### src/rtl/wide_add_sequencer.sv
// Multi-precision adder: one DATA_WIDTH adder sequenced LSW-first, carry chained (optional WIDE_ADD_SUB_EN adds a subtract mode).
// Latency: accept at edge k -> out_valid after edge k+NUM_WORDS; in_ready only in IDLE, so accept completes the op before the next.
// Backpressure: result and c_out are held in DONE until out_ready; in_valid is ignored while busy.

module wide_add_word_adder #(
  parameter int DATA_WIDTH = 8
) (
  input  logic [DATA_WIDTH-1:0] a,
  input  logic [DATA_WIDTH-1:0] b,
  input  logic                  c_in,
  output logic [DATA_WIDTH-1:0] sum,
  output logic                  c_out
);
  assign {c_out, sum} = {1'b0, a} + {1'b0, b} + {{DATA_WIDTH{1'b0}}, c_in};
endmodule

module wide_add_sequencer #(
  parameter int DATA_WIDTH = 8,
  parameter int NUM_WORDS  = 4
) (
  input  logic                            clk,
  input  logic                            rst,
  input  logic                            in_valid,
  output logic                            in_ready,
  input  logic [NUM_WORDS*DATA_WIDTH-1:0] op_a,
  input  logic [NUM_WORDS*DATA_WIDTH-1:0] op_b,
  input  logic                            c_in,
`ifdef WIDE_ADD_SUB_EN
  input  logic                            sub,
`endif
  output logic                            out_valid,
  input  logic                            out_ready,
  output logic [NUM_WORDS*DATA_WIDTH-1:0] result,
  output logic                            c_out,
  output logic                            busy
);

  localparam int IDX_W = (NUM_WORDS > 1) ? $clog2(NUM_WORDS) : 1;
  localparam logic [IDX_W-1:0] LAST_IDX = IDX_W'(NUM_WORDS - 1);

  if (NUM_WORDS < 1 || DATA_WIDTH < 1) begin : g_bad_param
    $error("wide_add_sequencer: NUM_WORDS and DATA_WIDTH must be >= 1");
  end

  typedef enum logic [1:0] {IDLE, RUN, DONE} state_t;

  state_t                               state;
  logic [IDX_W-1:0]                     idx;
  logic                                 carry_q;
  logic [NUM_WORDS-1:0][DATA_WIDTH-1:0] opa_q;
  logic [NUM_WORDS-1:0][DATA_WIDTH-1:0] opb_q;
  logic [NUM_WORDS-1:0][DATA_WIDTH-1:0] res_q;

  logic [DATA_WIDTH-1:0] add_b;
  logic [DATA_WIDTH-1:0] add_sum;
  logic                  add_co;

`ifdef WIDE_ADD_SUB_EN
  logic sub_q;
  // Subtraction is a + ~b + 1; the +1 enters through the initial carry.
  assign add_b = sub_q ? ~opb_q[idx] : opb_q[idx];
`else
  assign add_b = opb_q[idx];
`endif

  wide_add_word_adder #(.DATA_WIDTH(DATA_WIDTH)) u_adder (
    .a     (opa_q[idx]),
    .b     (add_b),
    .c_in  (carry_q),
    .sum   (add_sum),
    .c_out (add_co)
  );

  assign result = res_q;

  always_ff @(posedge clk) begin
    if (rst) begin
      state     <= IDLE;
      idx       <= '0;
      carry_q   <= 1'b0;
      opa_q     <= '0;
      opb_q     <= '0;
      res_q     <= '0;
      c_out     <= 1'b0;
      in_ready  <= 1'b1;
      out_valid <= 1'b0;
      busy      <= 1'b0;
`ifdef WIDE_ADD_SUB_EN
      sub_q     <= 1'b0;
`endif
    end else begin
      case (state)
        IDLE: begin
          if (in_valid) begin
            opa_q    <= op_a;
            opb_q    <= op_b;
            idx      <= '0;
`ifdef WIDE_ADD_SUB_EN
            sub_q    <= sub;
            carry_q  <= sub ? 1'b1 : c_in;
`else
            carry_q  <= c_in;
`endif
            state    <= RUN;
            in_ready <= 1'b0;
            busy     <= 1'b1;
          end
        end
        RUN: begin
          res_q[idx] <= add_sum;
          carry_q    <= add_co;
          if (idx == LAST_IDX) begin
            c_out     <= add_co;
            idx       <= '0;
            state     <= DONE;
            out_valid <= 1'b1;
          end else begin
            idx <= idx + 1'b1;
          end
        end
        DONE: begin
          // No same-cycle re-accept: in_ready rises only once IDLE is reached.
          if (out_ready) begin
            state     <= IDLE;
            out_valid <= 1'b0;
            busy      <= 1'b0;
            in_ready  <= 1'b1;
          end
        end
        default: begin
          state     <= IDLE;
          in_ready  <= 1'b1;
          out_valid <= 1'b0;
          busy      <= 1'b0;
        end
      endcase
    end
  end

endmodule

### config.mk
export PLATFORM = sky130hd
export DESIGN_NAME = wide_add_sequencer
export DESIGN_NICKNAME = d
export VERILOG_FILES = /design/src/rtl/wide_add_sequencer.sv
export SDC_FILE = /design/constraint.sdc
export NUM_CORES = 1
export LEC_CHECK = 0
export ABC_AREA = 1
export CAP_MARGIN = 0
export CORE_MARGIN = 1
export CORE_UTILIZATION = 30
export CTS_CLUSTER_DIAMETER = 30
export DETAILED_ROUTE_END_ITERATION = 6
export PLACE_DENSITY = 0.48
export SYNTH_ARGS = -nofsm -noshare
export SYNTH_HDL_FRONTEND = slang
export SYNTH_SLANG_ARGS = --single-unit
export TNS_END_PERCENT = 50
### constraint.sdc
create_clock -name clk -period 6.09 [get_ports clk]
set_input_delay 1.218 -clock clk [delete_from_list [all_inputs] [get_ports clk]]
set_output_delay 1.218 -clock clk [all_outputs]
set_load 0.02 [all_outputs]
# Yosys cells after proc, flatten, opt, wreduce, memory -nomap -nowiden

Cells that the tools add are included.

$lt $le $gt $ge: 2
$add $sub $neg: 3
Bitwise operators: 2
Reduce and logical (&&, ||, !) cells: 9
Mux-type cells: 24
Equality and inequality tests: 6

Operators by type and width:

| kind                  | number |
|---|---|
| $bmux W8 S2           | 2 |
| $bwmux W32            | 1 |
| $mux W8               | 3 |
| $demux W8 S2          | 1 |
| $mux W2               | 5 |
| $add A8 B8 Y9         | 1 |
| $add A9 B1 Y9         | 1 |
| $pmux W1 S3           | 3 |
| $reduce_and A3 Y1     | 3 |
| $mux W1               | 6 |
| $ne A2 B2 Y1 const B  | 3 |
| $pmux W2 S3           | 1 |
| $reduce_and A2 Y1     | 3 |
| $eq A2 B2 Y1 const B  | 2 |
| $pmux W2 S2           | 1 |
| $lt A2 B3 Y1 const B  | 1 |
| $add A2 B1 Y2 const B | 1 |
| $eq A2 B1 Y1 const B  | 1 |
| $ge A2 B1 Y1 const B  | 1 |
| $logic_not A2 Y1      | 1 |
| $not A1 Y1            | 2 |
| $pmux W1 S2           | 1 |
| $reduce_bool A2 Y1    | 1 |
| $logic_and A1 B1 Y1   | 1 |

Logic and storage cells: 65
Register bits after elaboration: 105
Output and inout port bits: 36
Input bits: 69

# Depth between registers and ports, before layout

Gate-level depths: netlist (run 1).

Depth in word-level cells: 5
Gate-level depth with buffers: 17
Depth with buffers taken out: 15

# Hierarchy

Synthesis (run 1) repeated with hierarchy kept, for this count alone.

Cells, all modules: 622
Area, all modules: 4,638.2 µm²

By module, submodules not included:

| module              | cells an instance | area an instance (µm²) | instances |
|---|---|---|---|
| wide_add_sequencer  | 563               | 4,254.1                | 1 |
| wide_add_word_adder | 59                | 384.1                  | 1 |

# Least setup slack after synthesis (run 1)

OpenSTA, ideal clock, no wires.

Path kind: register -> register
From: reg idx[0]
To: reg res_q, in the netlist result[4]
Stages on the path, launching flop included: 17
Setup time: 0.056 ns
Arrival time: 2.375 ns
Slack: 3.659 ns
Cell sequence: dfxtp_1 clkbuf_2 inv_1 clkbuf_1 o21ai_0 o22ai_1 fa_1 inv_1 fa_1 inv_1 nand2_1 nand2_1 nand2_1 or2_2 nand3_1 nand2_1 inv_1

Longest elaborated chain between the ends: 5
Elaborated cells between the ends (all ways): 12

RTL lines:

| item                                                        | line    | source |
|---|---|---|
| from (decl)                                                 | 48      | `logic [IDX_W-1:0] idx;` |
| from (signal assigned)                                      | 118     | `idx <= idx + 1'b1;` |
| $bmux W8 S2, or another cell as far along                   | 67      | `.a (opa_q[idx]),` |
| $mux W8 (not written as such), or another cell as far along | 67      |  |
| $add A8 B8 Y9 or $mux W8 (tied branches)                    | 14, 110 |  |
| $add A9 B1 Y9 or $demux W8 S2 (tied branches)               | 14, 110 |  |
| $bwmux W32 *                                                | 110     | `res_q[idx] <= add_sum;` |
| to (signal, indexed assignment)                             | 110     |  |
| to (decl)                                                   | 52      | `logic [NUM_WORDS-1:0][DATA_WIDTH-1:0] res_q;` |

Every way passes the cells marked *; elsewhere a longest branch is shown, timed or not. The select of a mux whose other input is x is not followed.
A chain may end at the register's enable or synchronous reset.

# Worst setup path after layout (run 1)

From: reg idx[1]
To: reg res_q, in the netlist result[6]

The elaborated chain is that of the path after synthesis.

==> impl_metrics.xml, run 1 <==
<?xml version="1.0" encoding="UTF-8"?>
<metrics>
  <group name="synth">
    <metric name="synth_seq_area_share" unit="%">45.1</metric>
    <metric name="yosysTopAreaCellShare" unit="%">45.1</metric>
    <metric name="synth-warning-count" unit="">0</metric>
    <metric name="post_synth_main_area_contributors" unit="">sky130_fd_sc_hd__dfxtp_1, sky130_fd_sc_hd__nor2_1, sky130_fd_sc_hd__o21ai_0, sky130_fd_sc_hd__nand2_1, sky130_fd_sc_hd__inv_1</metric>
    <metric name="netlist_area" unit="sq um">4660</metric>
    <metric name="yosysUniqueCellTypes" unit="">30</metric>
    <metric name="synth_largest_area_cell" unit="">sky130_fd_sc_hd__dfxtp_1</metric>
    <metric name="synthesis.instances" unit="">634</metric>
    <metric name="synth-seq-cells" unit="">105</metric>
    <metric name="synth-edff-count" unit="">0</metric>
    <metric name="synthesized_netlist_net_count" unit="">716</metric>
    <metric name="syn-mean-instance-area" unit="sq um">7.35</metric>
    <metric name="postSynth.topFlopCell" unit="">sky130_fd_sc_hd__dfxtp_1</metric>
    <metric name="synth-async-reset-ratio" unit="%">0</metric>
  </group>
  <group name="placed_design">
    <metric name="placed_cells_incl_taps" unit="">893</metric>
    <metric name="place.port_buffers" unit="">104</metric>
    <metric name="pre_cts_slack" unit="ns">2.63</metric>
    <metric name="place.gp.congestion" unit="">0.791</metric>
    <metric name="hpwlAfterDp" unit="um">8520</metric>
    <metric name="placed_cell_area" unit="sq um">5770</metric>
  </group>
  <group name="setup_path">
    <metric name="critPathArrivalTime" unit="ns">3.43</metric>
    <metric name="regToRegEndpoint" unit="">result[6]</metric>
    <metric name="cp-start-kind" unit="">flip-flop</metric>
    <metric name="setup.worst_path.end_class" unit="">flip-flop</metric>
    <metric name="worst-setup-path-type" unit="">reg2reg</metric>
    <metric name="setup.reg_to_reg.worst_slack" unit="ns">2.91</metric>
    <metric name="worst_setup_path_startpoint" unit="">idx[1]</metric>
    <metric name="critPathCapture" unit="">result[6]</metric>
    <metric name="crit_required" unit="ns">6.34</metric>
    <metric name="r2r_cells" unit="">16</metric>
    <metric name="worstPathMaxFanout" unit="">20</metric>
    <metric name="r2r-start" unit="">idx[1]</metric>
  </group>
  <group name="power">
    <metric name="seq_power_share" unit="%">43.2</metric>
    <metric name="intPower" unit="mW">1.27</metric>
    <metric name="total_switching_power" unit="mW">0.487</metric>
    <metric name="leakagePower" unit="nW">2.57</metric>
    <metric name="power.switching_fraction" unit="%">27.7</metric>
    <metric name="combPwrFrac" unit="%">20.8</metric>
    <metric name="finalPower" unit="mW">1.76</metric>
    <metric name="p_per_area" unit="nW/um^2">288</metric>
    <metric name="clock_power_share" unit="%">35.9</metric>
    <metric name="vdd_drop_max" unit="V">0.000146</metric>
  </group>
  <group name="floorplan">
    <metric name="boundaryPins" unit="">105</metric>
    <metric name="fp.coreArea" unit="sq um">15200</metric>
    <metric name="die_y" unit="um">127</metric>
    <metric name="die_area" unit="sq um">16000</metric>
    <metric name="die_x" unit="um">127</metric>
    <metric name="core.rowCount" unit="">45</metric>
    <metric name="start_util" unit="%">30.6</metric>
  </group>
  <group name="grt">
    <metric name="gr-usage-all-layers" unit="%">16.1</metric>
    <metric name="overflow" unit="">0</metric>
    <metric name="vias_in_the_first_global_route" unit="">4037</metric>
    <metric name="wire_length_of_the_first_global_routing_pass" unit="um">20200</metric>
    <metric name="initial_antenna_violation_count" unit="">0</metric>
    <metric name="maximum_number_of_pins_on_one_net_before_global_route_repair" unit="">96</metric>
  </group>
  <group name="layout">
    <metric name="post_layout_nonfiller_instances" unit="">909</metric>
    <metric name="nFillCells" unit="">1644</metric>
    <metric name="ff_latch_area" unit="sq um">2100</metric>
    <metric name="multi_input_gate_area" unit="sq um">2170</metric>
    <metric name="antennaDiodeCount" unit="">0</metric>
    <metric name="fraction_of_layout_instances_using_a_drive_strength_above_1" unit="%">5.13</metric>
    <metric name="num-nets-final" unit="">798</metric>
    <metric name="final_cell_area" unit="sq um">6090</metric>
    <metric name="final_util" unit="%">40.1</metric>
    <metric name="flow.area_growth_from_synthesis" unit="%">30.8</metric>
    <metric name="layout_commonest_cell" unit="">sky130_fd_sc_hd__nor2_1</metric>
    <metric name="most-common-layout-cells" unit="">sky130_fd_sc_hd__nor2_1, sky130_fd_sc_hd__dfxtp_1, sky130_fd_sc_hd__clkdlybuf4s50_1, sky130_fd_sc_hd__o21ai_0, sky130_fd_sc_hd__nand2_1</metric>
  </group>
  <group name="sta">
    <metric name="unrepaired_setup_endpoints_after_global_routing" unit="">no</metric>
    <metric name="final.period_utilization" unit="%">52.2</metric>
    <metric name="fmaxAchievable" unit="MHz">315</metric>
    <metric name="fin_skew" unit="ns">0.00952</metric>
    <metric name="setup_viol" unit="">0</metric>
    <metric name="final_hold_viol_count" unit="">0</metric>
    <metric name="postLayoutSetupSlackWorst" unit="ns">2.91</metric>
    <metric name="setup-tns-final" unit="ns">0</metric>
    <metric name="period_needed" unit="ns">3.18</metric>
    <metric name="fin_hold_ws" unit="ns">0.468</metric>
    <metric name="relSlewSlack" unit="%">27.9</metric>
    <metric name="final_max_slew_viol_count" unit="">0</metric>
    <metric name="tightest_slew" unit="ns">1.08</metric>
  </group>
  <group name="cts">
    <metric name="postcts_resize_cnt" unit="">0</metric>
    <metric name="clk-insertion-delay-late" unit="ns">0.35</metric>
    <metric name="cts_root_buf" unit="">sky130_fd_sc_hd__clkbuf_16</metric>
    <metric name="cts_tree" unit="">done</metric>
    <metric name="clock_path_buffers" unit="">2</metric>
    <metric name="cts_made_buffers" unit="">9</metric>
    <metric name="cts_sinks" unit="">105</metric>
    <metric name="clkSlewWorstSetupHoldPaths" unit="ns">0.07</metric>
    <metric name="cts_setup_buffers" unit="">0</metric>
    <metric name="ctsHtreeMaxLevel" unit="">3</metric>
    <metric name="cts_hold_buf" unit="">0</metric>
  </group>
  <group name="drt">
    <metric name="finalWirelength" unit="um">12100</metric>
    <metric name="starting_drc_count_in_detailed_routing" unit="">241</metric>
    <metric name="avgRoutedWirePerCell" unit="um">13.3</metric>
    <metric name="residual_drc" unit="">0</metric>
    <metric name="antenna_violating_nets_post_route" unit="">0</metric>
    <metric name="num_vias" unit="">4265</metric>
    <metric name="detailedRoute.firstPassIterationCount" unit="">5</metric>
    <metric name="route.detailed.vias_per_inst" unit="">4.69</metric>
  </group>
  <group name="outcome">
    <metric name="status" unit="">complete, no violations</metric>
  </group>
  <group name="worst_hold_path">
    <metric name="hold_path.class" unit="">reg2reg</metric>
  </group>
  <group name="job">
    <metric name="maxCapViolations" unit="">0</metric>
  </group>
</metrics>
==> sequential cells by signal, indices dropped and copies added (netlist names) <==
signal     flops
carry_q        1
idx            2
state          2
opa_q         32
in_ready       1
out_valid      1
opb_q         32
busy           1
c_out          1
result        32
==> how the worst min path moves through the flow <==
stage | start | to | depth (start not counted)
after floorplan | opb_q[16] | opb_q[16] | 2
after global placement | out_valid | out_valid | 2
after detailed placement | opa_q[8] | opa_q[8] | 2
after CTS | out_valid | out_valid | 2
after global routing | opa_q[12] | opa_q[12] | 2
final | out_valid | out_valid | 2
==> synth_stat cells (all sizes together) (11+ instances only) <==
master  instances
o22ai          15
nor2          167
o21ai         102
ha             11
nand3          29
a21oi          21
nand2          64
clkbuf         20
o21a           17
buf            18
dfxtp         105
inv            45
==> power by group through the flow <==
stage / combinational [mW] / sequential, mW / clock [mW]
finish: 0.366 / 0.759 / 0.631
global route: 0.417 / 0.765 / 0.675
CTS: 0.370 / 0.760 / 0.648
detailed placement: 0.369 / 0.776 / 0
global placement: 0.365 / 0.774 / 0
floorplan: 0.226 / 0.783 / 0
==> cell families after synthesis <==
| kind of cell | Yosys count | share of synthesized area [%] |
|---|---|---|
| xor+xnor | 1 | 0.188 |
| flops | 105 | 45.1 |
| simple gates | 267 | 23.3 |
| buf+inv | 85 | 8.22 |
| fa+ha+maj | 13 | 3.81 |
| compound gates | 163 | 19.3 |
==> worst max-delay path, stage by stage, from the launching register on <==
cell and delay (ns):
sky130_fd_sc_hd__dfxtp_1 0.31, sky130_fd_sc_hd__buf_4 0.24, sky130_fd_sc_hd__clkinv_1 0.58, sky130_fd_sc_hd__o21ai_0 0.27, sky130_fd_sc_hd__o22ai_1 0.18, sky130_fd_sc_hd__fa_1 0.45, sky130_fd_sc_hd__inv_1 0.08, sky130_fd_sc_hd__fa_1 0.20
sky130_fd_sc_hd__inv_1 0.05, sky130_fd_sc_hd__nand2_1 0.05, sky130_fd_sc_hd__nand2_1 0.08, sky130_fd_sc_hd__nand3b_1 0.12, sky130_fd_sc_hd__nand2_1 0.06, sky130_fd_sc_hd__nand2_1 0.17, sky130_fd_sc_hd__nand3_1 0.10, sky130_fd_sc_hd__nand2_1 0.07
sky130_fd_sc_hd__inv_1 0.03
==> routing by layer <==
layer  up-vias  routed length, um  GRT usage (%)
met3        12                535           2.99
met5         -                  0              0
met1      1926               6110           22.1
li1       2226                  -              -
met2       101               5250           24.9
met4         0                212           6.66
==> final cells by class <==
cell class | count | share of cell area (%)
Inverter | 47 | 2.92
Tap cell | 188 | 3.86
Clock inverter | 2 | 0.986
Timing Repair Buffer | 109 | 17.7
Sequential cell | 105 | 34.5
Clock buffer | 14 | 4.33
Multi-Input combinational cell | 444 | 35.7
(Power assumes the default switching activity.)
==> run 2, diff against run 1 <==
Clock period 6.09 ns to 3.3 ns, I/O delays scaled along.
==> run 2 against run 1 <==
Die area unchanged. Critical path depth down 2. Wire length down 0.79%. Register-to-register slack worse by 2.3 ns. Setup slack worse by 2.3 ns. Via count unchanged. Non-clock buffer count up 3. Combinational power up 83%. Power up 75%. Sequential share of layout area up 0.071 points. Critical endpoint is now result[4]. Largest cell class unchanged. Highest routed layer unchanged.
==> impl_metrics.xml, run 2 (same netlist as run 1, synthesis figures left out) <==
<?xml version="1.0" encoding="UTF-8"?>
<metrics>
  <group name="outcome">
    <metric name="status" unit="">complete, no violations</metric>
  </group>
  <group name="setup_path">
    <metric name="timing.critical_path.cells" unit="">inv_1, o21ai_0, o22ai_1, fa_1, inv_1, fa_1, inv_1, nand2_1, nand2_1, nand2_1, or2_2, nand3_1, nand2_1, inv_1</metric>
    <metric name="crit_required" unit="ns">3.59</metric>
    <metric name="worst-setup-path-type" unit="">reg2reg</metric>
    <metric name="setup.worst_path.end_class" unit="">flip-flop</metric>
    <metric name="worstPathMaxFanout" unit="">22</metric>
    <metric name="critical_path.max_stage_delay" unit="ns">0.44</metric>
    <metric name="cp-start-kind" unit="">flip-flop</metric>
    <metric name="crit_buf_inv" unit="">4</metric>
    <metric name="critical_path.top_delay_family" unit="">simple AND/OR/NAND/NOR gates</metric>
    <metric name="critical_path.slowest_cell" unit="">sky130_fd_sc_hd__inv_1</metric>
    <metric name="critPathArrivalTime" unit="ns">2.94</metric>
  </group>
  <group name="layout">
    <metric name="layout_commonest_cell" unit="">sky130_fd_sc_hd__nor2_1</metric>
    <metric name="flow.area_growth_from_synthesis" unit="%">30.5</metric>
    <metric name="most-common-layout-cells" unit="">sky130_fd_sc_hd__nor2_1, sky130_fd_sc_hd__dfxtp_1, sky130_fd_sc_hd__clkdlybuf4s50_1, sky130_fd_sc_hd__o21ai_0, sky130_fd_sc_hd__nand2_1</metric>
    <metric name="num-nets-final" unit="">801</metric>
    <metric name="antennaDiodeCount" unit="">0</metric>
    <metric name="nFillCells" unit="">1647</metric>
    <metric name="fraction_of_layout_instances_using_a_drive_strength_above_1" unit="%">5.52</metric>
    <metric name="final_cell_area" unit="sq um">6080</metric>
  </group>
  <group name="power">
    <metric name="finalPower" unit="mW">3.08</metric>
    <metric name="p_per_area" unit="nW/um^2">507</metric>
    <metric name="vdd_drop_max" unit="V">0.000262</metric>
    <metric name="leakagePower" unit="nW">2.57</metric>
  </group>
  <group name="drt">
    <metric name="finalWirelength" unit="um">12000</metric>
    <metric name="avgRoutedWirePerCell" unit="um">13.2</metric>
    <metric name="residual_drc" unit="">0</metric>
    <metric name="starting_drc_count_in_detailed_routing" unit="">294</metric>
    <metric name="num_vias" unit="">4265</metric>
    <metric name="detailedRoute.firstPassIterationCount" unit="">5</metric>
    <metric name="route.detailed.vias_per_inst" unit="">4.68</metric>
    <metric name="antenna_violating_nets_post_route" unit="">0</metric>
  </group>
  <group name="sta">
    <metric name="tightest_slew" unit="ns">0.594</metric>
    <metric name="setup-tns-final" unit="ns">0</metric>
    <metric name="fin_skew" unit="ns">0.00635</metric>
    <metric name="period_needed" unit="ns">2.64</metric>
    <metric name="final_max_slew_viol_count" unit="">0</metric>
    <metric name="unrepaired_setup_endpoints_after_global_routing" unit="">no</metric>
    <metric name="final_hold_viol_count" unit="">0</metric>
    <metric name="setup_viol" unit="">0</metric>
    <metric name="fin_hold_ws" unit="ns">0.469</metric>
    <metric name="final.period_utilization" unit="%">80.2</metric>
    <metric name="relSlewSlack" unit="%">60.3</metric>
    <metric name="fmaxAchievable" unit="MHz">378</metric>
  </group>
  <group name="cts">
    <metric name="cts_setup_buffers" unit="">0</metric>
    <metric name="ctsHtreeMaxLevel" unit="">3</metric>
    <metric name="clk-insertion-delay-late" unit="ns">0.35</metric>
    <metric name="cts_hold_buf" unit="">0</metric>
    <metric name="clkSlewWorstSetupHoldPaths" unit="ns">0.07</metric>
    <metric name="postcts_resize_cnt" unit="">0</metric>
    <metric name="cts_made_buffers" unit="">9</metric>
    <metric name="cts_sinks" unit="">105</metric>
    <metric name="cts_root_buf" unit="">sky130_fd_sc_hd__clkbuf_16</metric>
    <metric name="cts_tree" unit="">done</metric>
    <metric name="clock_path_buffers" unit="">2</metric>
  </group>
  <group name="placed_design">
    <metric name="placed_cell_area" unit="sq um">5800</metric>
    <metric name="hpwlAfterDp" unit="um">8740</metric>
    <metric name="place.gp.congestion" unit="">0.775</metric>
    <metric name="place.port_buffers" unit="">104</metric>
  </group>
  <group name="grt">
    <metric name="overflow" unit="">0</metric>
    <metric name="wire_length_of_the_first_global_routing_pass" unit="um">20100</metric>
    <metric name="maximum_number_of_pins_on_one_net_before_global_route_repair" unit="">68</metric>
    <metric name="vias_in_the_first_global_route" unit="">4048</metric>
    <metric name="gr-usage-all-layers" unit="%">16.0</metric>
    <metric name="initial_antenna_violation_count" unit="">0</metric>
  </group>
  <group name="floorplan">
    <metric name="die_area" unit="sq um">16000</metric>
    <metric name="die_y" unit="um">127</metric>
    <metric name="start_util" unit="%">30.6</metric>
    <metric name="core.rowCount" unit="">45</metric>
    <metric name="die_x" unit="um">127</metric>
    <metric name="fp.coreArea" unit="sq um">15200</metric>
    <metric name="boundaryPins" unit="">105</metric>
  </group>
  <group name="job">
    <metric name="maxCapViolations" unit="">0</metric>
  </group>
  <group name="worst_hold_path">
    <metric name="hold_path.class" unit="">reg2reg</metric>
  </group>
</metrics>
## run 2: changes by cell type in the layout (fill, tap and decap cells not counted), sizes merged
cell      change
buf           +3
bufinv        -2
clkinv        +1
clkinvlp      +1
## run 2: worst register-to-register path: cells and delay by family, from the launching register on
| kind | cells | cell delay, ns |
|---|---|---|
| fa+ha+maj | 2 | 0.63 |
| simple gates | 6 | 0.65 |
| compound gates | 2 | 0.37 |
| flops | 1 | 0.31 |
| buf+inv | 4 | 0.60 |
## run 2: worst paths after layout
kind | from | endpoint | slack (ns) | depth (start not counted)
setup / recovery | idx[0] | result[4] | 0.66 | 14
hold / removal | out_valid | out_valid | 0.47 | 2
setup reg to reg | idx[0] | result[4] | 0.66 | 14
hold reg to reg | out_valid | out_valid | 0.47 | 2
## run 2: routing by layer
layer	wire, um	vias to the layer above	global-route usage [%]
met1	6240	1929	22.5
li1	-	2234	-
met5	0	-	0
met2	5150	89	24.4
met3	449	13	2.74
met4	172	0	5.74
## run 2: per-stage QoR
step	instances	utilization, %	setup WS [ns]
2_1_floorplan	634	-	0.869
3_3_place_gp	896	38.2	0.754
3_5_place_dp	896	38.2	0.678
4_1_cts	912	40.0	0.649
5_1_grt	912	40.0	0.372
6_report	912	40.0	0.655
## run 2: area by class of cell
class | instances | area, sq um | area share (%)
Inverter | 47 | 178 | 2.92
Sequential cell | 105 | 2100 | 34.6
Multi-Input combinational cell | 444 | 2170 | 35.8
Tap cell | 188 | 235 | 3.87
Clock inverter | 2 | 12.5 | 0.206
Timing Repair Buffer | 112 | 1110 | 18.3
Clock buffer | 14 | 264 | 4.34
## run 2: where the power goes
| group | switching (mW) | internal [mW] | total, mW |
|---|---|---|---|
| logic | 0.388 | 0.279 | 0.668 |
| registers | 0.0506 | 1.36 | 1.41 |
| clock network | 0.451 | 0.553 | 1.00 |
